File: config.mk
export PLATFORM = sky130hd
export DESIGN_NAME = credit_sender
export DESIGN_NICKNAME = d
export VERILOG_FILES = /design/src/rtl/credit_sender.sv
export SDC_FILE = /design/constraint.sdc
export NUM_CORES = 1
export LEC_CHECK = 0
export ABC_AREA = 0
export CAP_MARGIN = 20
export CORE_MARGIN = 3
export CORE_UTILIZATION = 41
export DETAILED_ROUTE_END_ITERATION = 10
export GPL_TIMING_DRIVEN = 0
export PLACE_DENSITY_LB_ADDON = 0.08
export SLEW_MARGIN = 20
export SYNTH_ARGS = -nofsm -noshare
export SYNTH_HDL_FRONTEND = slang
export SYNTH_SLANG_ARGS = --single-unit
File: constraint.sdc
create_clock -name clk -period 3.2 [get_ports clk]
set_input_delay 0.48 -clock clk [delete_from_list [all_inputs] [get_ports clk]]
set_output_delay 0.48 -clock clk [all_outputs]
set_load 0.01 [all_outputs]
File: src/rtl/credit_sender.sv
// credit_sender
//   Transmit end of a credit-managed FIFO link. It takes beats from an
//   upstream ready/valid port and forwards each one through a single output
//   register to a remote receiver FIFO. The counter tracks free receiver slots,
//   so a beat is only sent when the receiver is known to have room for it.
//
// Parameters
//   DATA_WIDTH  payload width in bits
//   CREDITS     receiver FIFO depth, which is also the initial credit count (1..255)
//   CNT_WIDTH   credit counter width; 2**CNT_WIDTH must exceed CREDITS
//
// Ports
//   clk           clock, all state changes on the rising edge
//   rst           asynchronous active-low reset
//   valid_i       upstream beat valid
//   data_i        upstream payload
//   ready_o       a beat can be accepted this cycle (at least one credit left)
//   valid_o       one-cycle pulse, beat presented to the receiver
//   data_o        payload, meaningful only while valid_o is high
//   credit_i      receiver freed one slot
//   credit_cnt_o  credits currently available
//   idle_o        all credits home and nothing on the output register
//   err_o         sticky: a credit came back while the counter was already full
module credit_sender #(
    parameter int DATA_WIDTH = 32,
    parameter int CREDITS    = 4,
    parameter int CNT_WIDTH  = 3
) (
    input  logic                  clk,
    input  logic                  rst,
    input  logic                  valid_i,
    input  logic [DATA_WIDTH-1:0] data_i,
    output logic                  ready_o,
    output logic                  valid_o,
    output logic [DATA_WIDTH-1:0] data_o,
    input  logic                  credit_i,
    output logic [CNT_WIDTH-1:0]  credit_cnt_o,
    output logic                  idle_o,
    output logic                  err_o
);

    localparam logic [CNT_WIDTH-1:0] FULL_CNT = CNT_WIDTH'(CREDITS);
    localparam logic [CNT_WIDTH-1:0] ONE_CNT  = CNT_WIDTH'(1);

    logic [CNT_WIDTH-1:0]  cnt;
    logic                  vld_p1;
    logic [DATA_WIDTH-1:0] data_p1;
    logic                  err;
    logic                  acc;

    // Next credit count. A simultaneous send and return cancel out, which is
    // legal even when full because the send frees a slot first. A lone return
    // while full is illegal and saturates instead of wrapping.
    function automatic logic [CNT_WIDTH-1:0] next_cnt(
        input logic [CNT_WIDTH-1:0] cur,
        input logic                 take,
        input logic                 give
    );
        logic [CNT_WIDTH-1:0] res;
        res = cur;
        case ({take, give})
            2'b10:   res = cur - ONE_CNT;
            2'b01:   res = (cur == FULL_CNT) ? cur : cur + ONE_CNT;
            default: res = cur;
        endcase
        return res;
    endfunction

    function automatic logic credit_overflow(
        input logic [CNT_WIDTH-1:0] cur,
        input logic                 take,
        input logic                 give
    );
        return give && !take && (cur == FULL_CNT);
    endfunction

    // Stage p0: accept decision, driven only by registered state on the ready side
    assign ready_o = (cnt != '0);
    assign acc     = valid_i & ready_o;

    always_ff @(posedge clk or negedge rst) begin
        if (!rst) begin
            cnt     <= FULL_CNT;
            vld_p1  <= 1'b0;
            data_p1 <= '0;
            err     <= 1'b0;
        end else begin
            vld_p1 <= acc;
            if (acc) begin
                data_p1 <= data_i;
            end
            cnt <= next_cnt(cnt, acc, credit_i);
            if (credit_overflow(cnt, acc, credit_i)) begin
                err <= 1'b1;
            end
        end
    end

    // Stage p1: registered beat toward the receiver
    assign valid_o      = vld_p1;
    assign data_o       = data_p1;
    assign credit_cnt_o = cnt;
    assign err_o        = err;
    assign idle_o       = (cnt == FULL_CNT) && !vld_p1;

endmodule

---- After elaboration in Yosys (flattened, before gate mapping) ----
Index checks and enable logic that the tools add are counted.
storage, ports and cells
  flip-flop bits (word level) ............. 37
  input port bits ......................... 36
  output and inout bits ................... 39
  word-level logic and storage cells ...... 21
operators by class
  add/subtract/negate cells ............... 2
  equal/unequal tests ..................... 4
  muxes and demuxes ....................... 2
  bitwise logic cells ..................... 1
  reductions and logical operators ........ 8
operators by type and width
  cell                                                                    count
  3-bit case mux with 2 select lines                                      1
  3-bit by 1-bit adder with 3-bit output (second input constant)          1
  3-bit equality test (second input constant)                             1
  1-bit logical AND                                                       3
  3-bit two-way mux                                                       1
  3-bit nonzero test                                                      1
  3-bit by 1-bit subtractor with 3-bit output (second input constant)     1
  2-bit by 1-bit equality test with 1-bit output (second input constant)  1
  2-bit equality test (second input constant)                             1
  1-bit zero test                                                         2
  2-bit inequality test (second input constant)                           1
  2-bit AND reduction                                                     1
  2-bit nonzero test                                                      1
  1-bit bitwise AND                                                       1

---- Logic depth before layout (Yosys ltp) ----
  depth after elaboration ................. 5
  mapped depth ............................ 8
  depth with buffers taken out ............ 7

---- Worst setup path before layout ----
OpenSTA, ideal clock, no wires.
  path type ............................... register -> register
  start point ............................. reg cnt[0], in the netlist credit_cnt_o[0]
  end point ............................... reg cnt[1], in the netlist credit_cnt_o[1]
  setup time .............................. 124 ps
  arrival time ............................ 2209 ps
  required time ........................... 3076 ps
  path slack .............................. 867 ps
  stages on the path, launching flop included .. 8
  buffers on the path ..................... 1
  period minus slack after synthesis ...... 2333 ps
  path through ............................ dfrtp_1 -> or3_4 -> nand2_8 -> buf_12 -> nand2_1 -> fa_1 -> a31o_2 -> a211o_1
between the ends
  longest elaborated chain between the ends .. 5
  elaborated cells between the ends (all ways) .. 12
  classes of those cells .................. 2 x add/sub; 4 x eq/ne; 2 x mux; 1 x bitwise; 3 x reduce/logical
RTL lines
  what                                                                                   RTL line  source
  start, declared                                                                        45        logic [CNT_WIDTH-1:0] cnt;
  start signal, assigned                                                                 92        cnt <= next_cnt(cnt, acc, credit_i);
  3-bit nonzero test (*)                                                                 78        assign ready_o = (cnt != '0);
  named net ready_o                                                                      33        output logic ready_o,
  1-bit bitwise AND (*)                                                                  79        assign acc = valid_i & ready_o;
  2-bit by 1-bit equality test with 1-bit output or 2-bit equality test (tied branches)  61        case ({take, give})
  2-bit inequality test (no line) or 2-bit nonzero test (tied branches)                  n/a
  2-bit AND reduction (no line)                                                          n/a
The timed path passes the listed nets; every way through them passes the cells marked *. The select of a mux whose other input is x is not followed.
A chain may end at the register's enable or synchronous reset.

---- Final worst setup path ----
  start point ............................. reg cnt[0], in the netlist credit_cnt_o[0]
  end point ............................... reg cnt[1], in the netlist credit_cnt_o[1]
between the ends
  longest elaborated chain between the ends .. 5
  elaborated cells between the ends (all ways) .. 12
  classes of those cells .................. 2 x add/sub; 4 x eq/ne; 2 x mux; 1 x bitwise; 3 x reduce/logical
RTL lines
  what                                                                                   RTL line
  3-bit nonzero test                                                                     78
  1-bit bitwise AND                                                                      79
  2-bit by 1-bit equality test with 1-bit output or 2-bit equality test (tied branches)  61
  2-bit inequality test (no line) or 2-bit nonzero test (tied branches)                  n/a
  2-bit AND reduction (no line)                                                          n/a
Parallel ways exist; a longest one is shown, timed or not. The select of a mux whose other input is x is not followed.

==> results_dict.tcl <==
set metrics [dict create \
    status "completed" \
    cap_violations 0 \
    cts-buffers-inserted 5 \
    worst_setup_path_start_kind "flop" \
    diodes 0 \
    synth_top_cell_area_share_pct 53.1 \
    min_period_ns 2.41 \
    holdCritPathClass "in2async" \
    clk_pin_slew_ns 0.07 \
    setup_viol 0 \
    ios 75 \
    tightest_slew_ns 0.390 \
    cts_tree "built" \
    rows 22 \
    yosys_warnings 0 \
    rsz0062_at_grt "no" \
    peakVddDrop_mv 0.409 \
    yosysMostFrequentCell "dfrtp_1" \
    worstSetupPathType "reg2reg" \
    grt_pass1_wl_um 6120 \
    cellLeakagePower_uw 0.00114 \
    netlist_instances 108 \
    syn_to_final_growth_pct 52.9 \
    die_x_um 70.3 \
    netlist_area_um2 1700 \
    overflow 0 \
    cts_max_level 2 \
    grt_max_degree 25 \
    synth_seq_area_share_pct 54.6 \
    wl_per_cell_um 15.4 \
    cp-end-kind "flop" \
    fin_util_pct 67.8 \
    synth-main-ff-cell "dfrtp_1" \
    portBuffers 74 \
    hold_viol 0 \
    power-per-cell-area_nw_per_um2 719 \
    max_stage_delay_ns 0.49 \
    path_max_fanout 10 \
    via_count 1144 \
    cp-startpoint "credit_cnt_o[0]" \
    clock_tree.buffer_depth 2 \
    multi_input_area_um2 694 \
    post-route-period-util_pct 75.2 \
    root_buffer "clkbuf_8" \
    synth_edf_count 0 \
    antenna_left 0 \
    worstPathRequired_ns 3.36 \
    antenna_found_initial 0 \
    async_flop_share_pct 100 \
    synth_commonest_cells "dfrtp_1, mux2_4, mux2_2, nand2b_1" \
    arrival_ns 2.57 \
    cp_cell_sequence "or3_4, nand2_8, buf_12, nand2_1, fa_1, a31o_2, a211o_1" \
    clock-sinks 37 \
    drc 0 \
    fp.coreArea_um2 3830 \
    nets 227 \
    yosys_register_bits 37 \
    synth_top_cell_by_area "dfrtp_1" \
    synth.distinct_cells 28 \
    totalWireLength_um 3640 \
    grt_pass1_vias 1263 \
    avgSynthCellArea_um2 15.7 \
    ctsHoldBuffers 0 \
    clock.fmax_mhz 415 \
    reg2reg_from "credit_cnt_o[0]" \
    layout-drive-gt1-share_pct 25.9 \
    dp_hpwl_um 2750 \
    synth.net_count 145 \
    drv_slew 0 \
    grt_usage_pct 15.6 \
    cts_setup_buffers 0 \
    first_iter_violations 26 \
    final.setup.tns_ns 0 \
    clock-skew-final_ns 0.00222 \
    cp_num_buf_inv 1 \
    die_h_um 70.3 \
    cp_top_family "simple AND/OR/NAND/NOR gates" \
    num-fill-cells 271 \
    cts_resized 0 \
    clk-insertion-delay-late_ns 0.27 \
    synth_area_leaders "dfrtp_1, mux2_4, buf_12" \
    cpMaxStageDelayCell "dfrtp_1" \
    initial_core_util_pct 44.3 \
    place.gp.congestion 0.800 \
    seqCellArea_um2 927 \
    viasPerCell 4.83 \
    die_area_um2 4950 \
    slew_headroom_pct 74.0 \
    drt-pass1-iter-count 4 \
]
per-layer routing:
metal | track usage [%] | vias to the layer above | routed length [µm]
met5 | 0 | - | 0
met3 | 7.05 | 2 | 297
met4 | 2.98 | 0 | 12
li1 | - | 540 | -
met1 | 20.0 | 556 | 1560
met2 | 24.3 | 46 | 1770
worst paths after layout:
check | end | slack [ns] | cells after the start
hold / removal | credit_cnt_o[0] | 0.11 | 1
setup / recovery | credit_cnt_o[1] | 0.79 | 7
min in group clk | err_o | 0.48 | 1
setup reg to reg | credit_cnt_o[1] | 0.79 | 7
hold reg to reg | err_o | 0.48 | 1
max in group asynchronous | data_o[24] | 2.66 | 2
stage by stage:
step	hold slack, ns	worst slack [ns]	power [µW]	area (µm²)	instances
floorplan	0.184	0.867	1170	1700	108
detailed placement	0.412	0.636	1590	2520	231
CTS	0.113	0.777	1880	2590	237
finish	0.110	0.793	1860	2590	237
global route	0.116	0.701	1970	2590	237
global placement	0.463	0.669	1560	2500	230
area by class of cell:
cell class	instances	area share [%]
flip-flops and latches	37	35.7
repair buffers	75	29.4
multi-input cells	64	26.8
clock buffers	5	2.65
plain buffers	5	2.60
well taps	48	2.32
inverters	2	0.289
clock inverters	1	0.193
report_power, final:
group	switching (µW)	internal [µW]
sequential	114	612
clock	147	143
combinational	294	554
total	555	1310
logic make-up (layout without fill, tap and decap cells):
group	Yosys count	in the layout	share of synthesized area, %
buffers and inverters	7	88	4.43
adder cells (fa/ha/maj)	1	1	1.18
multiplexers	32	32	27.4
flip-flops	37	37	54.6
AO/OA/AOI/OAI	13	13	5.53
AND/OR/NAND/NOR	18	18	6.78
sequential cells by signal (all words and copies together) (netlist names):
register	flops
credit_cnt_o	3
data_o	32
err_o	1
valid_o	1
layout by cell type, fill, tap and decap left out, types with 3 or more instances in the layout:
master            n
mux2_2            4
dfrtp_1          36
buf_12            3
clkbuf_8          5
nand2b_1          4
nor2_1            3
clkdlybuf4s50_1  73
mux2_4           28
No activity file was read; power rests on OpenSTA's default activity.
